## src/rtl/fft_addr_ctrl.sv

```systemverilog
// Address and control sequencer for an in-place radix-2 DIT FFT on a dual-port RAM:
// bit-reversed sample load, then log2(N) stages of read / wait / write-back butterflies.
module fft_addr_ctrl #(
  parameter int ADDR_WIDTH = 5,
  parameter int BF_LAT     = 1,
  localparam int STAGE_W   = (ADDR_WIDTH > 1) ? $clog2(ADDR_WIDTH) : 1
) (
  input  logic                  clk,
  input  logic                  rst,
  input  logic                  start,
  input  logic                  sample_valid,
  output logic                  sample_ready,
  output logic                  singlewrite,
  output logic                  roW,
  output logic [ADDR_WIDTH-1:0] A_addr,
  output logic [ADDR_WIDTH-1:0] B_addr,
  output logic [ADDR_WIDTH-2:0] tw_addr,
  output logic [STAGE_W-1:0]    stage,
  output logic                  bfly_valid,
  output logic                  busy,
  output logic                  done
);

  localparam int WAIT_W = (BF_LAT > 1) ? $clog2(BF_LAT) : 1;

  typedef enum logic [2:0] {
    S_IDLE,
    S_LOAD,
    S_RD,
    S_WAIT,
    S_WR,
    S_DONE
  } state_t;

  state_t              state;
  logic [ADDR_WIDTH-1:0] k;
  logic [STAGE_W-1:0]    s;
  logic [ADDR_WIDTH-2:0] j;
  logic [WAIT_W-1:0]     wcnt;

  logic [ADDR_WIDTH-1:0] rev_k;
  logic [ADDR_WIDTH-1:0] j_ext;
  logic [ADDR_WIDTH-1:0] mask;
  logic [ADDR_WIDTH-1:0] pos;
  logic [ADDR_WIDTH-1:0] a_calc;
  logic [ADDR_WIDTH-1:0] b_calc;
  logic [ADDR_WIDTH-1:0] tw_full;

  always_ff @(posedge clk) begin
    if (rst) begin
      state <= S_IDLE;
      k     <= '0;
      s     <= '0;
      j     <= '0;
      wcnt  <= '0;
    end else begin
      case (state)
        S_IDLE: begin
          k <= '0;
          s <= '0;
          j <= '0;
          if (start) state <= S_LOAD;
        end
        S_LOAD: begin
          if (sample_valid) begin
            k <= k + 1'b1;
            if (k == {ADDR_WIDTH{1'b1}}) state <= S_RD;
          end
        end
        S_RD: begin
          wcnt  <= '0;
          state <= S_WAIT;
        end
        S_WAIT: begin
          if (wcnt == WAIT_W'(BF_LAT - 1)) state <= S_WR;
          else wcnt <= wcnt + 1'b1;
        end
        S_WR: begin
          // s is left at its last value on completion so it never wraps.
          if (j == {(ADDR_WIDTH-1){1'b1}}) begin
            j <= '0;
            if (s == STAGE_W'(ADDR_WIDTH - 1)) begin
              state <= S_DONE;
            end else begin
              s     <= s + 1'b1;
              state <= S_RD;
            end
          end else begin
            j     <= j + 1'b1;
            state <= S_RD;
          end
        end
        S_DONE:  state <= S_IDLE;
        default: state <= S_IDLE;
      endcase
    end
  end

  always_comb begin
    rev_k = '0;
    for (int i = 0; i < ADDR_WIDTH; i++) rev_k[i] = k[ADDR_WIDTH-1-i];
  end

  // Butterfly pair: insert a zero at bit s of j to get A; B sets that bit.
  always_comb begin
    j_ext   = {1'b0, j};
    mask    = (ADDR_WIDTH'(1) << s) - ADDR_WIDTH'(1);
    pos     = j_ext & mask;
    a_calc  = (((j_ext >> s) << s) << 1) | pos;
    b_calc  = a_calc | (ADDR_WIDTH'(1) << s);
    tw_full = pos << (STAGE_W'(ADDR_WIDTH - 1) - s);
  end

  always_comb begin
    sample_ready = 1'b0;
    singlewrite  = 1'b0;
    roW          = 1'b0;
    A_addr       = '0;
    B_addr       = '0;
    tw_addr      = '0;
    stage        = '0;
    bfly_valid   = 1'b0;
    busy         = 1'b0;
    done         = 1'b0;
    case (state)
      S_LOAD: begin
        sample_ready = 1'b1;
        busy         = 1'b1;
        A_addr       = rev_k;
        singlewrite  = sample_valid & ~rst;
      end
      S_RD, S_WAIT, S_WR: begin
        busy       = 1'b1;
        A_addr     = a_calc;
        B_addr     = b_calc;
        tw_addr    = tw_full[ADDR_WIDTH-2:0];
        stage      = s;
        bfly_valid = (state == S_WAIT) && (wcnt == '0);
        roW        = (state == S_WR) && !rst;
      end
      S_DONE:  done = 1'b1;
      default: ;
    endcase
  end

endmodule

```

## config.mk

```make
export PLATFORM = sky130hd
export DESIGN_NAME = fft_addr_ctrl
export DESIGN_NICKNAME = d
export VERILOG_FILES = /design/src/rtl/fft_addr_ctrl.sv
export SDC_FILE = /design/constraint.sdc
export NUM_CORES = 1
export LEC_CHECK = 0
export BUFFER_PORTS_ARGS = -buffer_cell sky130_fd_sc_hd__buf_4
export CORE_UTILIZATION = 49
export CTS_CLUSTER_SIZE = 30
export DETAILED_ROUTE_END_ITERATION = 7
export PLACE_DENSITY_LB_ADDON = 0.12
export SLEW_MARGIN = 20
export SYNTH_ARGS = -nofsm -noshare
export SYNTH_HDL_FRONTEND = slang
export SYNTH_SLANG_ARGS = --single-unit
```

## constraint.sdc

```tcl
create_clock -name clk -period 4.15 [get_ports clk]
set_clock_uncertainty 0.1 [all_clocks]
set_input_delay 1.0375 -clock clk [delete_from_list [all_inputs] [get_ports clk]]
set_output_delay 1.0375 -clock clk [all_outputs]
set_load 0.005 [all_outputs]
```

==> results.cfg <==
[pwr]
ir_drop_v = 0.0001265
power.leakage_uw = 0.0005653
pwr_density_cell_mw_per_mm2 = 179.7
finalPower_uw = 259.7

[sta]
hold_violations = 0
fin_setup_tns_ns = 0
fin_crit_sh_pct = 93.42
fmax_ghz = 0.2579
setup_viol = 0
relSlewSlack_pct = 63.30
rsz0062_at_grt = no
finalWorstSetupSlack_ns = 0.2730
fin_crit_ns = 3.877
tightest_slew_ns = 0.5497
drv_slew = 0

[critical_path]
crit_end = tw_addr[3]
worst-setup-path-type = reg2out
endpoint_kind = output pin
critPathLaunch = s[0]
cpMaxStageDelayCell = dfxtp_1
reg2reg_from = s[0]
worstPathCellList = clkinv_1 -> ha_1 -> ha_1 -> nand2b_1 -> mux2i_1 -> a21oi_1 -> a221oi_2 -> buf_4
startpoint_type = flip-flop
reg2reg_slack_ns = 1.90
required_ns = 3.01
cp_common_cell = ha_1
path_max_fanout = 10
cp_slowest_stage_delay_ns = 0.47
arrival_ns = 2.74
critPathBufInv = 2
r2r-end = s[0]
path_delay_family = adder cells
r2r_cells = 7
path_depth = 8

[clock_tree]
cts_buffers = 3
clock_latency_ns = 0.29
tritoncts = built
cts_hold_buf = 0
cts.sinks = 15
clk_pin_slew_ns = 0.10
clockBufferDepth = 2
h-tree-depth = 1
cts_root_buf = clkbuf_4
cts_setup_buffers = 0
cts_resized = 0

[final_layout]
layout_commonest_cell = buf_4
synthToLayoutAreaGrowth_pct = 16.90
ff_latch_area_um2 = 300.3
drive_gt1_share_pct = 22.70
nets = 200
fillers = 213
final_cell_mix = buf_4 (26), nor2_1 (23), dfxtp_1 (15)
multi_input_area_um2 = 852.1
n_antenna_cell = 0

[placement]
pre_cts_slack_ns = 0.6420
gp_congestion = 0.8928
port_buffers = 26
hpwl_um = 2287

[die]
chipWidth_um = 52.23
row_count = 17
dieArea_mm2 = 0.002727
die_h_um = 52.23
core_mm2 = 0.002297
pin_count = 27
start_util_pct = 53.81

[synth]
synth_cell_types = 43
synth_warnings = 0
synth.largest_area_cell = dfxtp_1
ys_seq_elements = 15
synth_cells = 164
synth-seq-area-share_pct = 24.29
avgSynthCellArea_um2 = 7.538
synth.area.top_cells = dfxtp_1 (24%), ha_1 (10%), nor2_1 (7.0%)
syn_area_mm2 = 0.001236
synth_top_area_share_pct = 24.29
syn_nets = 178

[routing]
drt_iter0_markers = 35
wl_per_cell_um = 14.05
drt_wl_total_um = 2993
vias = 1256
final_antenna_net_count = 0
drcViolationCount = 0
firstDrtPassIters = 6
via_per_inst = 5.897

[outcome]
status = completed

[global_routing]
grt_pass1_vias = 1182
grt_max_degree = 19
overflow = 0
grt_pass1_wl_um = 5092
antenna_found_initial = 0
track_usage_pct = 25.05

[job]
max-cap-violations = 0

[worst_hold_path]
min_path_type = reg2reg
[registers in the layout, summed over array words and instances, names as in the netlist]
register and flops:
s 3, k 5, j 4, state 3
[how the worst min path moves through the flow]
stage | from | endpoint | slack, ns | cells past startpoint
after floorplan | k[0] | k[0] | 0.37 | 2
after detailed placement | k[0] | k[0] | 0.41 | 2
final | k[0] | k[0] | 0.42 | 2
after CTS | k[0] | k[0] | 0.43 | 2
after global placement | k[2] | k[2] | 0.40 | 2
after global routing | k[2] | k[2] | 0.46 | 2
[synthesized netlist by cell type (all sizes together)]
library cell / n
nor3b: 2
o21a: 1
o21ba: 1
clkinv: 1
nand2: 15
nor2b: 1
o211ai: 2
a2bb2oi: 1
nor3: 7
a21boi: 1
nand3: 5
a21bo: 1
dfxtp: 15
a221oi: 2
nand4b: 3
and2: 1
ha: 10
or3: 2
o21ai: 12
a31oi: 3
buf: 7
a21oi: 13
or2: 1
inv: 7
o22ai: 1
o31ai: 3
clkbuf: 2
a21o: 1
nor2: 25
and3: 2
nand2b: 5
a32oi: 3
mux2i: 4
nand4: 2
a22oi: 2
[worst min-delay path: cells and delay by family (launching register included)]
kind | cells | cell delay, ns
and+or+nand+nor | 1 | 0.07
DFF | 1 | 0.36
AOI/OAI and AO/OA | 1 | 0.05
[kinds of logic (layout without fill, tap and decap cells)]
group	after synthesis	after routing	synth area share, %
and+or+nand+nor	71	71	29.86
AOI/OAI and AO/OA	47	47	25.71
buffers and inverters	17	38	6.781
DFF	15	15	24.29
adders and majority gates	10	10	10.12
muxes	4	4	3.239
[per-layer routing]
layer  track usage (%)  share of wire, %  up-vias
li1                  -                 -      634
met1             32.33                48      581
met2             40.38                46       35
met3             4.928               4.8        6
met4             10.53               1.5        0
met5                 0                 0        -
[report_power, final]
part | internal [uW] | switching [uW] | leakage, uW
clock network | 35.9 | 50.3 | 0.0000177
logic | 9.90 | 14.1 | 0.000426
registers | 145 | 4.39 | 0.000121
total | 191 | 68.8 | 0.000565
[metrics by stage]
| stage | hold WS, ns | cell area, um^2 | util [%] | std cells |
|---|---|---|---|---|
| floorplan | 0.3703 | 1236 | - | 164 |
| global route | 0.4580 | 1445 | 62.91 | 213 |
| finish | 0.4216 | 1445 | 62.91 | 213 |
| global placement | 0.4014 | 1418 | 61.71 | 209 |
| CTS | 0.4285 | 1445 | 62.91 | 213 |
| detailed placement | 0.4079 | 1418 | 61.71 | 209 |
[area by class of cell]
class,instances,share of cell area [%]
repair buffers,26,13.51
clock inverters,1,0.3463
flip-flops and latches,15,20.78
clock buffers,3,1.558
well taps,28,2.424
multi-input cells,132,58.96
inverters,8,2.424
(Power assumes the default switching activity.)
